[src/rtl/fifo_wr_arb.sv]
// fifo_wr_arb: round-robin arbiter sharing one fifo_sync write port among NUM_REQ producers
module fifo_wr_arb #(
  parameter int MEMORY_WIDTH = 4,
  parameter int NUM_REQ      = 4,
  parameter int REQ_IDX_SIZE = 2,
  parameter int BURST_MAX    = 2
) (
  input  logic                            clk,
  input  logic                            rst,
  input  logic [NUM_REQ-1:0]              req_valid,
  input  logic [NUM_REQ*MEMORY_WIDTH-1:0] req_data,
  output logic [NUM_REQ-1:0]              req_ready,
  input  logic                            FULL,
  output logic                            w_en,
  output logic [MEMORY_WIDTH-1:0]         WR,
  output logic [REQ_IDX_SIZE-1:0]         grant_idx,
  output logic                            busy
);
  typedef enum logic {IDLE, GNT} state_t;
  state_t                  state_q, state_d;
  logic [REQ_IDX_SIZE-1:0] owner_q, owner_d, last_q, last_d, sel, cand;
  logic [3:0]              beat_q, beat_d;
  logic                    found, xfer;
  always_ff @(posedge clk) begin
    if (!rst) begin
      state_q <= IDLE;
      owner_q <= '0;
      last_q  <= REQ_IDX_SIZE'(NUM_REQ - 1);
      beat_q  <= '0;
    end else begin
      state_q <= state_d;
      owner_q <= owner_d;
      last_q  <= last_d;
      beat_q  <= beat_d;
    end
  end
  // first valid requester after the most recent grant, wrapping modulo NUM_REQ
  always_comb begin
    found = 1'b0;
    sel   = '0;
    cand  = '0;
    for (int k = 1; k <= NUM_REQ; k++) begin
      cand = REQ_IDX_SIZE'((int'(last_q) + k) % NUM_REQ);
      if (!found && req_valid[cand]) begin
        found = 1'b1;
        sel   = cand;
      end
    end
  end
  // rst gating keeps a reset cycle inside a burst from writing
  assign xfer      = (state_q == GNT) && rst && req_valid[owner_q] && !FULL;
  assign w_en      = xfer;
  assign req_ready = xfer ? (NUM_REQ'(1) << owner_q) : '0;
  assign WR        = (state_q == GNT) ? req_data[owner_q*MEMORY_WIDTH +: MEMORY_WIDTH] : '0;
  assign grant_idx = owner_q;
  assign busy      = (state_q == GNT);
  always_comb begin
    state_d = state_q;
    owner_d = owner_q;
    last_d  = last_q;
    beat_d  = beat_q;
    if (state_q == IDLE) begin
      if (found && !FULL) begin
        state_d = GNT;
        owner_d = sel;
        last_d  = sel;
        beat_d  = '0;
      end
    end else if (!req_valid[owner_q]) begin
      state_d = IDLE;
    end else if (xfer) begin
      beat_d  = beat_q + 4'd1;
      state_d = (beat_q + 4'd1 == 4'(BURST_MAX)) ? IDLE : GNT;
    end
  end
endmodule

[config.mk]
export PLATFORM = sky130hd
export DESIGN_NAME = fifo_wr_arb
export DESIGN_NICKNAME = d
export VERILOG_FILES = /design/src/rtl/fifo_wr_arb.sv
export SDC_FILE = /design/constraint.sdc
export NUM_CORES = 1
export LEC_CHECK = 0
export CORE_MARGIN = 3
export CORE_UTILIZATION = 44
export CTS_BUF_LIST = sky130_fd_sc_hd__clkbuf_2
export DETAILED_ROUTE_END_ITERATION = 12
export HOLD_SLACK_MARGIN = 0.12
export PLACE_DENSITY = 0.92
export SLEW_MARGIN = 0
export SYNTH_ARGS = -nofsm -noshare
export SYNTH_HDL_FRONTEND = slang
export SYNTH_SLANG_ARGS = --single-unit
[constraint.sdc]
create_clock -name clk -period 4.2 [get_ports clk]
set_clock_uncertainty 0.2 [all_clocks]
set_input_delay 0.42 -clock clk [delete_from_list [all_inputs] [get_ports clk]]
set_output_delay 0.42 -clock clk [all_outputs]
set_load 0.05 [all_outputs]
# Word level (Yosys, flattened, before mapping)
# Cells that the tools add are included.
[classes]
n_addsub = 5
n_lt_le_gt_ge = 5
eq_ne = 3
shift = 2
n_mux = 29
n_bitwise = 1
reduce_logical = 14
[ops]
columns = ["cell", "n"]
rows = [
  ["$mux W4", 6],
  ["$shiftx A16 B5 Y4", 1],
  ["$lt A2 B3 Y1 const B", 5],
  ["$mux W1", 14],
  ["$bmux W1 S2", 5],
  ["$mux W2", 4],
  ["$logic_and A1 B1 Y1", 7],
  ["$add A2 B1 Y2 const B", 2],
  ["$add A2 B2 Y2 const B", 2],
  ["$add A4 B1 Y4 const B", 1],
  ["$eq A4 B2 Y1 const B", 1],
  ["$logic_not A1 Y1", 4],
  ["$ne A2 B1 Y1 const B", 2],
  ["$shl A1 B2 Y4 const A", 1],
  ["$reduce_and A3 Y1", 1],
  ["$reduce_and A2 Y1", 1],
  ["$reduce_bool A2 Y1", 1],
  ["$not A1 Y1", 1],
]
[word_totals]
reg_bits = 9
in_bits = 23
out_inout_bits = 12
word_cells = 63

# Logic depth before layout (Yosys ltp)
# Gate-level depths: netlist of run 1.
[logic_depth]
ltp_word = 16
depth_mapped = 6
mapped_depth_nobuf = 5

# Worst setup path after synthesis of run 1
# OpenSTA, ideal clock, no wires.
[synth_path]
kind = "reg2out"
from = "register state_q, in the netlist busy"
to = "output port req_ready[1]"
arrival_ns = 2.272
t_required_ns = 3.580
path_slack_ns = 1.308
path_stages_with_launch = 4
n_path_buf = 0
cell_sequence = "dfxtp_1 -> and3b_1 -> nand2_1 -> nor3b_1"
[synth_between]
elab_chain_cells = 4
[synth_rtl]
columns = ["element", "line", "rtl"]
rows = [
  ["start: declaration", "20", "state_t state_q, state_d;"],
  ["start signal: assignment", "31", "state_q <= state_d;"],
  ["$logic_and A1 B1 Y1 (3 in series)", "51", "assign xfer = (state_q == GNT) && rst && req_valid[owner_q] && !FULL;"],
  ["$mux W4", "53", "assign req_ready = xfer ? (NUM_REQ'(1) << owner_q) : '0;"],
  ["end: declaration", "12", "output logic [NUM_REQ-1:0] req_ready,"],
]
# No other way between the ends.

# Worst setup path in the final report of run 1
[layout_path]
from = "input port rst"
to = "output port req_ready[1]"
[layout_between]
elab_chain_cells = 4
[layout_rtl]
columns = ["element", "line", "rtl"]
rows = [
  ["start: declaration", "9", "input logic rst,"],
  ["$logic_and A1 B1 Y1 (3 in series)", "51", ""],
  ["$mux W4", "53", ""],
]
# No other way between the ends.

==> results of run 1 <==
routing by layer:
| layer | global-route usage, % | wire length (µm) | vias up |
|---|---|---|---|
| li1 | - | - | 364 |
| met1 | 25.2 | 770 | 319 |
| met2 | 33.0 | 819 | 30 |
| met3 | 7.81 | 222 | 2 |
| met4 | 5.11 | 8 | 0 |
| met5 | 0 | 0 | - |
area by class of cell:
class                   count  area share, %
multi-input cells          65           46.3
repair buffers             34           32.0
flip-flops and latches      9           17.0
clock buffers               4           1.88
well taps                  15           1.77
inverters                   3           1.06
synth_stat cells (2+ instances only):
cell	n	area [µm²]
dfxtp_1	9	180
nand2_1	8	30.0
nor2_1	6	22.5
mux4_2	5	113
a21oi_1	4	20.0
and2_1	4	25.0
nor2b_1	4	25.0
o21a_1	4	30.0
nand3_1	3	15.0
nor3_1	3	15.0
o21ai_0	3	15.0
and3_1	2	12.5
clkbuf_2	2	10.0
ha_1	2	25.0
inv_1	2	7.51
nand2b_1	2	12.5
or2b_1	2	15.0
sequential cells by signal, summed over array words and instances (netlist names):
| name | count |
|---|---|
| beat_q | 4 |
| grant_idx | 2 |
| last_q | 2 |
| busy | 1 |
metrics by stage:
step | util [%] | cells | hold WS (ps)
floorplan | - | 81 | 287
global placement | 74.5 | 126 | 322
detailed placement | 74.5 | 126 | 328
CTS | 75.9 | 130 | 343
global route | 75.9 | 130 | 374
finish | 75.9 | 130 | 346
worst reg2reg max path: stages, from the launching register on:
cell	delay, ps
dfxtp_1	600
mux4_2	620
nand2_4	130
inv_2	60
nor3_1	160
o21a_1	120
logic make-up (layout without fill, tap and decap cells):
family          Yosys count  after routing  share of synthesized area, %
buf+inv                   7             41                          5.12
flops                     9              9                          25.4
simple gates             41             41                          32.2
fa+ha+maj                 2              2                          3.53
mux                       6              6                          17.3
compound gates           15             15                          15.2
xor+xnor                  1              1                          1.24
path summary, 6_finish.rpt:
| path | startpoint | endpoint | slack (ps) | depth (start not counted) |
|---|---|---|---|---|
| worst max-delay path | rst | req_ready[1] | 1010 | 5 |
| worst min-delay path | beat_q[2] | beat_q[2] | 350 | 2 |
| worst max register to register | grant_idx[0] | beat_q[1] | 2270 | 5 |
| worst min register to register | beat_q[2] | beat_q[2] | 350 | 2 |
where the power goes:
group	switching, mW	leakage, nW	internal [mW]
Clock	0.0317	0.0166	0.0253
Combinational	0.0416	0.319	0.0477
Sequential	0.00982	0.0736	0.0899
==> summary.txt, run 1 <==
Clock tree
  • Sink Count: 9
  • H-tree depth: 1
  • Clock-pin slew on the worst setup and hold paths: about 110 ps
  • Root buffer cell: clkbuf_2
  • CTS Hold Buffers Added: 0
  • Setup Buffers After CTS: 0
  • Post_cts resized: 0
  • CTS tree: yes
  • Cts bufs inserted: 3
  • Worst skew pair latency: 260 ps
  • Longest Clk Path Bufs: 2

Global routing
  • Final global-route overflow total: 0
  • Total track usage: between 20% and 30%
  • Initial antenna violation count: 0
  • First-pass GRT wire length: 3170 µm
  • Vias in the first global route: around 730
  • Largest net degree at the start of global routing: 12

Final layout
  • Commonest cells after routing, fill and taps aside: clkdlybuf4s50_1 (34), dfxtp_1 (9), nand2_1 (8)
  • Sequential Area: 180 µm²
  • Design Area, Final: 0.00106 mm²
  • Area Growth Syn to Fin: 50.0%
  • Most common cell after layout, fill and taps aside: clkdlybuf4s50_1
  • Diode count: 0
  • Layout Nets: 141
  • Area of the multi-input gates: between 400 and 500 µm²
  • Layout cells sized above 1: between 10 and 15%
  • Filler Cell Count: 99

Drt
  • Initial DRC Count: 7
  • TritonRoute pass-1 iters: 4
  • Routed WL per cell: 14.0 µm
  • Routed WL: approximately 1800 µm
  • Via count: about 720
  • Drc violations: 0
  • Antenna viol nets, final: 0
  • Vias per inst: between 5 and 6

Synth
  • Post-synth EDFFs: 0
  • Mapped Avg Cell Area: about 8.7 µm²
  • Post-synthesis net count: approximately 110
  • Post-synth top flop: dfxtp_1
  • Sequential area share after synthesis: 25.4%
  • #FFs+latches synth: 9
  • Async SR Flop Fraction: 0%
  • Distinct cell type count after synthesis: 33
  • Gate Count Post-Synth: 81
  • Ys Warns: 0
  • Mapped Area: about 710 µm²

Critical path
  • Worst Path Arrival: roughly 2600 ps
  • Crit Path Max Fanout: 11
  • Worst Path Required: ~3600 ps
  • Crit start category: primary input
  • Max incr delay on CP: between 800 and 900 ps
  • Crit end category: primary output
  • WP buf/inv: 2
  • Most used cell, CP: clkdlybuf4s50_1
  • Worst path cell trace: clkdlybuf4s50_1, and3b_1, nand2_1, nor3b_1, clkdlybuf4s50_1
  • Crit-path leading delay family: buffers and inverters
  • Critical path class: in2out
  • CP max-delay cell: clkdlybuf4s50_1

Die
  • Die X-Extent: between 40 and 50 µm
  • Cell row count: 13
  • Die Y: 46.1 µm
  • I/O pins: 35
  • Die area: between 0.002 and 0.0025 mm²
  • Initial Util: approximately half
  • Total core area: between 0.001 and 0.0015 mm²

Timing
  • Relative slew slack: ~66%
  • Measured slew at the worst slew-check pin: 514 ps
  • Setup TNS Final: 0 ps
  • Final Worst Setup Slack: just over 1000 ps
  • Max Fclk: 313 MHz
  • Slew Viols, Final: 0
  • Final Hold Fails: 0
  • Setup-failing EPs final: 0
  • RSZ-0062 raised after global routing: false
  • Crit path time final: about 3200 ps
  • Final period util: between 70% and 80%

Worst hold path
  • Worst min path class: reg2reg

Place
  • IO Port Bufs: 34
  • Routability congestion estimate: approximately 0.8
  • DP HPWL: about 1500 µm
  • Placed inst area: ~0.0010 mm²
  • Pre-CTS WS: between 1000 and 1500 ps

Flow run
  • MaxCap Viol Count: 0

Power and ir drop
  • Pwr dens: 232 mW/mm²
  • Total Power: about 0.25 mW
  • Pleak: 0.409 nW
  • Worst IR drop on VDD: between 0.15 and 0.2 mV

Outcome
  • Outcome: completed
Power figures use the tool's default switching activity.
==> run 2: changes to the inputs <==
CORE_ASPECT_RATIO = 0.8   (was not set)
CORE_UTILIZATION = 41   (was 44)
PLACE_DENSITY = 0.86   (was 0.92)
clock period = 3.3 ns   (was 4.2 ns; I/O delays follow)
==> run 2 against run 1 <==
  * Setup slack lost 560 ps
  * Critical path depth shrank 1
  * Hold slack improved by 8.8 ps
  * Clock-buffer cell count is 1 lower
  * Highest routed layer unchanged
  * Combinational power up 29%
==> summary.txt, run 2 (synthesized netlist as in run 1, its figures left out) <==
Final layout
  • Commonest cells after routing, fill and taps aside: clkdlybuf4s50_1 (34), dfxtp_1 (9), nand2_1 (8) (unchanged)
  • Filler Cell Count: 126 (was 99)
  • Max FFs per register: 4 (unchanged)
  • Layout Cells excl Fill: 137 (was 130)
  • Area Growth Syn to Fin: 52.1% (was 50.0%)
  • Largest register by flop count: beat_q (unchanged)
  • Most common cell after layout, fill and taps aside: clkdlybuf4s50_1 (unchanged)
  • Layout cells sized above 1: 12.1% (was 11.3%)
  • Diode count: 0 (unchanged)
  • Layout Nets: 142 (was 141)

Global routing
  • Initial antenna violation count: 0 (unchanged)
  • Vias in the first global route: 646 (was 727)
  • Total track usage: 17.8% (was 20.4%)
  • Final global-route overflow total: 0 (unchanged)
  • Largest net degree at the start of global routing: 12 (unchanged)
  • First-pass GRT wire length: 3000 µm (was 3170 µm)

Timing
  • Setup-failing EPs final: 0 (unchanged)
  • Relative slew slack: 66.0% (was 65.6%)
  • Slew Viols, Final: 0 (unchanged)
  • Final period util: about 86%
  • Setup TNS Final: 0 ps (unchanged)
  • Crit path time final: 2850 ps
  • Max Fclk: approximately 350 MHz
  • Final Hold Fails: 0 (unchanged)
  • RSZ-0062 raised after global routing: false (unchanged)
  • Measured slew at the worst slew-check pin: 509 ps (was 514 ps)

Critical path
  • Critical Path Start: grant_idx[0] (was rst)
  • R2R Path End: beat_q[1] (unchanged)
  • Critical path class: reg2out (was in2out)
  • CP Capture Point: w_en (was req_ready[1])
  • Worst Path Arrival: 2320 ps (was 2570 ps)
  • Crit end category: primary output (unchanged)
  • Reg-to-reg setup timing slack: 1390 ps (was 2270 ps)
  • Reg2reg start: grant_idx[0] (unchanged)
  • Register-to-Register Path Depth: 5 (unchanged)
  • Crit Path Max Fanout: 9 (was 11)
  • Crit start category: register (was primary input)
  • Worst Path Required: 2770 ps (was 3580 ps)

Die
  • Die area: 0.00226 mm² (was 0.00213 mm²)
  • Initial Util: 47.2% (was 50.6%)
  • Total core area: 0.00150 mm² (was 0.00140 mm²)
  • Die X-Extent: 52.5 µm (was 46.1 µm)
  • I/O pins: 35 (unchanged)
  • Cell row count: 12 (was 13)
  • Die Y: 43.2 µm (was 46.1 µm)

Clock tree
  • Clock-pin slew on the worst setup and hold paths: 90 ps (was 110 ps)
  • Root buffer cell: clkbuf_2 (unchanged)
  • Longest Clk Path Bufs: 2 (unchanged)
  • H-tree depth: 1 (unchanged)
  • Cts bufs inserted: 3 (unchanged)
  • Worst skew pair latency: 260 ps (about the same)
  • Setup Buffers After CTS: 0 (unchanged)
  • CTS Hold Buffers Added: 0 (unchanged)
  • CTS tree: yes (unchanged)
  • Post_cts resized: 0 (unchanged)
  • Sink Count: 9 (unchanged)

Drt
  • Drc violations: 0 (unchanged)
  • Vias per inst: 5.36 (was 5.50)
  • TritonRoute pass-1 iters: 4 (unchanged)
  • Routed WL per cell: 13.5 µm (was 14.0 µm)
  • Routed WL: 1850 µm (was 1820 µm)
  • Antenna viol nets, final: 0 (unchanged)
  • Via count: 735 (was 715)
  • Initial DRC Count: 18 (was 7)

Power and ir drop
  • Reg power frac: 40.8% (was 40.6%)
  • Pwr dens: 288 mW/mm² (was 232 mW/mm²)
  • Combinational share of power: 37.1% (was 36.3%)
  • P_int: 0.203 mW (was 0.163 mW)
  • Clock power frac: 22.1% (was 23.1%)
  • Worst IR drop on VDD: 0.353 mV (was 0.186 mV)
  • Pleak: 0.414 nW (was 0.409 nW)
  • Sw frac: 34.4% (was 33.8%)
  • Switching pwr: 0.107 mW (was 0.0831 mW)

Place
  • IO Port Bufs: 34 (unchanged)
  • Routability congestion estimate: 0.858 (was 0.805)
  • Inst Count DP: 133 (was 126)
  • DP HPWL: 1490 µm (was 1460 µm)

Outcome
  • Outcome: completed (unchanged)

Flow run
  • MaxCap Viol Count: 0 (unchanged)

Worst hold path
  • Worst min path class: reg2reg (unchanged)
run 2: cell types whose count changed in the layout (fill, tap and decap cells not counted), sizes merged:
cell,change
buf,+1
clkinv,+1
clkbuf,-1
run 2: worst max-delay path, cell delays in order (launching register included):
cell and delay [ps]:
dfxtp_1 580, mux4_2 610, nand2_4 120, inv_2 50, clkdlybuf4s50_1 700
run 2: power groups by stage:
stage | combinational, mW | clock, mW | sequential (mW)
detailed placement | 0.115 | 0 | 0.129
global route | 0.123 | 0.0772 | 0.129
CTS | 0.115 | 0.0723 | 0.127
finish | 0.115 | 0.0686 | 0.127
global placement | 0.113 | 0 | 0.129
floorplan | 0.0635 | 0 | 0.133
run 2: layer usage:
metal,track usage [%],wire (µm),part of all wire (%),vias up
li1,-,-,-,366
met1,22.1,736,40,329
met2,27.7,861,47,36
met3,8.07,228,12,4
met4,4.59,21,1.1,0
met5,0,0,0,-
run 2: metrics by stage:
stage	hold WS, ps	power (mW)	instance area [µm²]	utilization, %	setup WS, ps
finish	355	0.310	1080	71.8	449
global route	393	0.329	1080	71.8	300
CTS	349	0.314	1080	71.8	415
detailed placement	339	0.244	1060	70.4	515
global placement	331	0.242	1060	70.4	530
floorplan	287	0.196	708	-	498
run 2: worst min path at each step:
| stage | from | end | slack, ps | cells after the start |
|---|---|---|---|---|
| after global routing | beat_q[2] | beat_q[2] | 390 | 2 |
| after global placement | beat_q[2] | beat_q[2] | 330 | 2 |
| after CTS | beat_q[2] | beat_q[2] | 350 | 2 |
| final | last_q[1] | last_q[1] | 350 | 2 |
| after detailed placement | beat_q[2] | beat_q[2] | 340 | 2 |
| after floorplan | beat_q[2] | beat_q[2] | 290 | 2 |
run 2: area by class of cell:
cell class                      count  area, µm²  area share [%]
Clock buffer                        3       15.0            1.39
Clock inverter                      1       5.00           0.465
Inverter                            3       11.3            1.05
Multi-Input combinational cell     65        492            45.6
Sequential cell                     9        180            16.7
Tap cell                           21       26.3            2.44
Timing Repair Buffer               35        348            32.3
==> run 3: changes to the inputs <==
CORE_UTILIZATION = 37   (was 41)
PLACE_DENSITY = 0.83   (was 0.86)
TNS_END_PERCENT = 1   (was not set)
clock period = 2.48 ns   (was 3.3 ns; I/O delays follow)
==> run 3 against run 2 <==
  * Combinational power is 34% higher
  * Register-to-register slack worse by 850 ps
  * Clock-buffer cell count is 1 higher
  * Hold slack better by 5.4 ps
  * Highest routed layer unchanged
==> summary.txt, run 3 (synthesized netlist as in run 1, its figures left out) <==
Outcome
  • Outcome: completed (unchanged)

Clock tree
  • Clock-pin slew on the worst setup and hold paths: 90 ps (about the same)
  • Worst skew pair latency: 240 ps (was 260 ps)
  • Root buffer cell: clkbuf_2 (unchanged)
  • CTS tree: yes (unchanged)
  • Post_cts resized: 0 (unchanged)
  • CTS Hold Buffers Added: 0 (unchanged)
  • Setup Buffers After CTS: 0 (unchanged)
  • H-tree depth: 1 (unchanged)
  • Cts bufs inserted: 3 (unchanged)
  • Sink Count: 9 (unchanged)
  • Longest Clk Path Bufs: 2 (unchanged)

Drt
  • Antenna viol nets, final: 0 (unchanged)
  • Routed WL per cell: 14.1 µm (was 13.5 µm)
  • TritonRoute pass-1 iters: 5 (was 4)
  • Via count: 733 (was 735)
  • Vias per inst: 5.31 (was 5.36)
  • Drc violations: 0 (unchanged)
  • Initial DRC Count: 9 (was 18)
  • Routed WL: 1950 µm (was 1850 µm)

Global routing
  • Vias in the first global route: 720 (was 646)
  • Final global-route overflow total: 0 (unchanged)
  • First-pass GRT wire length: 3140 µm (was 3000 µm)
  • Total track usage: 17.1% (was 17.8%)
  • Largest net degree at the start of global routing: 12 (unchanged)
  • Initial antenna violation count: 0 (unchanged)

Worst hold path
  • Worst min path class: reg2reg (unchanged)
  • Hold path depth: 2 (unchanged)

Critical path
  • Worst Path Arrival: 1780 ps (was 2320 ps)
  • Critical path class: reg2out (unchanged)
  • Crit Path Max Fanout: 9 (unchanged)
  • Register-to-Register Path Depth: 5 (unchanged)
  • Worst Path Required: 2030 ps (was 2770 ps)
  • Crit end category: primary output (unchanged)
  • Crit start category: register (unchanged)

Final layout
  • Commonest cells after routing, fill and taps aside: clkdlybuf4s50_1 (25), dfxtp_1 (9), nand2_1 (8) (was clkdlybuf4s50_1 (34), dfxtp_1 (9), nand2_1 (8))
  • Largest register by flop count: beat_q (unchanged)
  • Design Area, Final: 0.00112 mm² (was 0.00108 mm²)
  • Layout Nets: 142 (unchanged)
  • Filler Cell Count: 136 (was 126)
  • Most common cell after layout, fill and taps aside: clkdlybuf4s50_1 (unchanged)
  • Diode count: 0 (unchanged)
  • Area Growth Syn to Fin: 58.7% (was 52.1%)
  • Final core occ: 65.8% (was 71.8%)
  • Layout cells sized above 1: 20.7% (was 12.1%)
  • Max FFs per register: 4 (unchanged)
  • Layout Cells excl Fill: 138 (was 137)

Power and ir drop
  • Pleak: 0.446 nW (was 0.414 nW)
  • Pwr dens: 368 mW/mm² (was 288 mW/mm²)
  • Worst IR drop on VDD: 0.381 mV (was 0.353 mV)
  • Total Power: 0.413 mW (was 0.310 mW)

Die
  • Die Y: 45.1 µm (was 43.2 µm)
  • Initial Util: 41.5% (was 47.2%)
  • Total core area: 0.00171 mm² (was 0.00150 mm²)
  • Cell row count: 13 (was 12)
  • Die area: 0.00248 mm² (was 0.00226 mm²)
  • Die X-Extent: 54.9 µm (was 52.5 µm)
  • I/O pins: 35 (unchanged)

Flow run
  • MaxCap Viol Count: 0 (unchanged)

Timing
  • Setup-failing EPs final: 0 (unchanged)
  • Crit path time final: 2230 ps
  • Final period util: between 80% and 90%
  • Setup TNS Final: 0 ps (unchanged)
  • Slew Viols, Final: 0 (unchanged)
  • Max Fclk: ~450 MHz
  • RSZ-0062 raised after global routing: false (unchanged)
  • Relative slew slack: 66.7% (was 66.0%)
  • Measured slew at the worst slew-check pin: 498 ps (was 509 ps)
  • Final Hold Fails: 0 (unchanged)

Place
  • Placed inst area: 0.00110 mm² (was 0.00106 mm²)
  • Inst Count DP: 134 (was 133)
  • Routability congestion estimate: 0.708 (was 0.858)
  • IO Port Bufs: 34 (unchanged)
  • DP HPWL: 1550 µm (was 1490 µm)
## run 3: cell count changes in the layout (fill, tap and decap cells not counted)
cell | before | now
buf_4 | 1 | 5
clkdlybuf4s50_1 | 34 | 25
nor3b_1 | 1 | 0
clkinv_2 | 1 | 0
nor3b_2 | 0 | 1
clkbuf_2 | 3 | 4
buf_12 | 0 | 5
## run 3: final cells by class
| cell class | count | area, µm² | area share (%) |
|---|---|---|---|
| multi-input cells | 65 | 497 | 44.2 |
| repair buffers | 35 | 388 | 34.5 |
| clock buffers | 4 | 20.0 | 1.78 |
| flip-flops and latches | 9 | 180 | 16.0 |
| well taps | 22 | 27.5 | 2.45 |
| inverters | 3 | 11.3 | 1.00 |
## run 3: stage by stage
step	hold WS [ps]	worst slack, ps
after global placement	320	335
after CTS	359	221
after global routing	394	140
final	360	250
after floorplan	260	-121
after detailed placement	332	320
## run 3: path summary, 6_finish.rpt
check               start   endpoint  slack [ps]
min             beat_q[2]  beat_q[2]         360
min reg2reg     beat_q[2]  beat_q[2]         360
max reg2reg  grant_idx[0]  beat_q[1]         540
max          grant_idx[0]       w_en         250
## run 3: critical path: stages (launching register included)
cell and delay [ps]:
dfxtp_1 580, mux4_2 600, nand2_4 130, inv_2 70, buf_12 150
## run 3: per-layer routing
layer | up-vias | wire, µm | GRT usage, %
li1 | 362 | - | -
met1 | 339 | 788 | 19.4
met2 | 30 | 906 | 30.7
met3 | 2 | 249 | 7.59
met4 | 0 | 6 | 1.46
met5 | - | 0 | 0
## run 3: power by group
part | internal, mW | total (mW) | leakage [nW] | switching, mW
logic | 0.0821 | 0.154 | 0.356 | 0.0718
registers | 0.152 | 0.169 | 0.0736 | 0.0166
clock network | 0.0429 | 0.0904 | 0.0166 | 0.0475
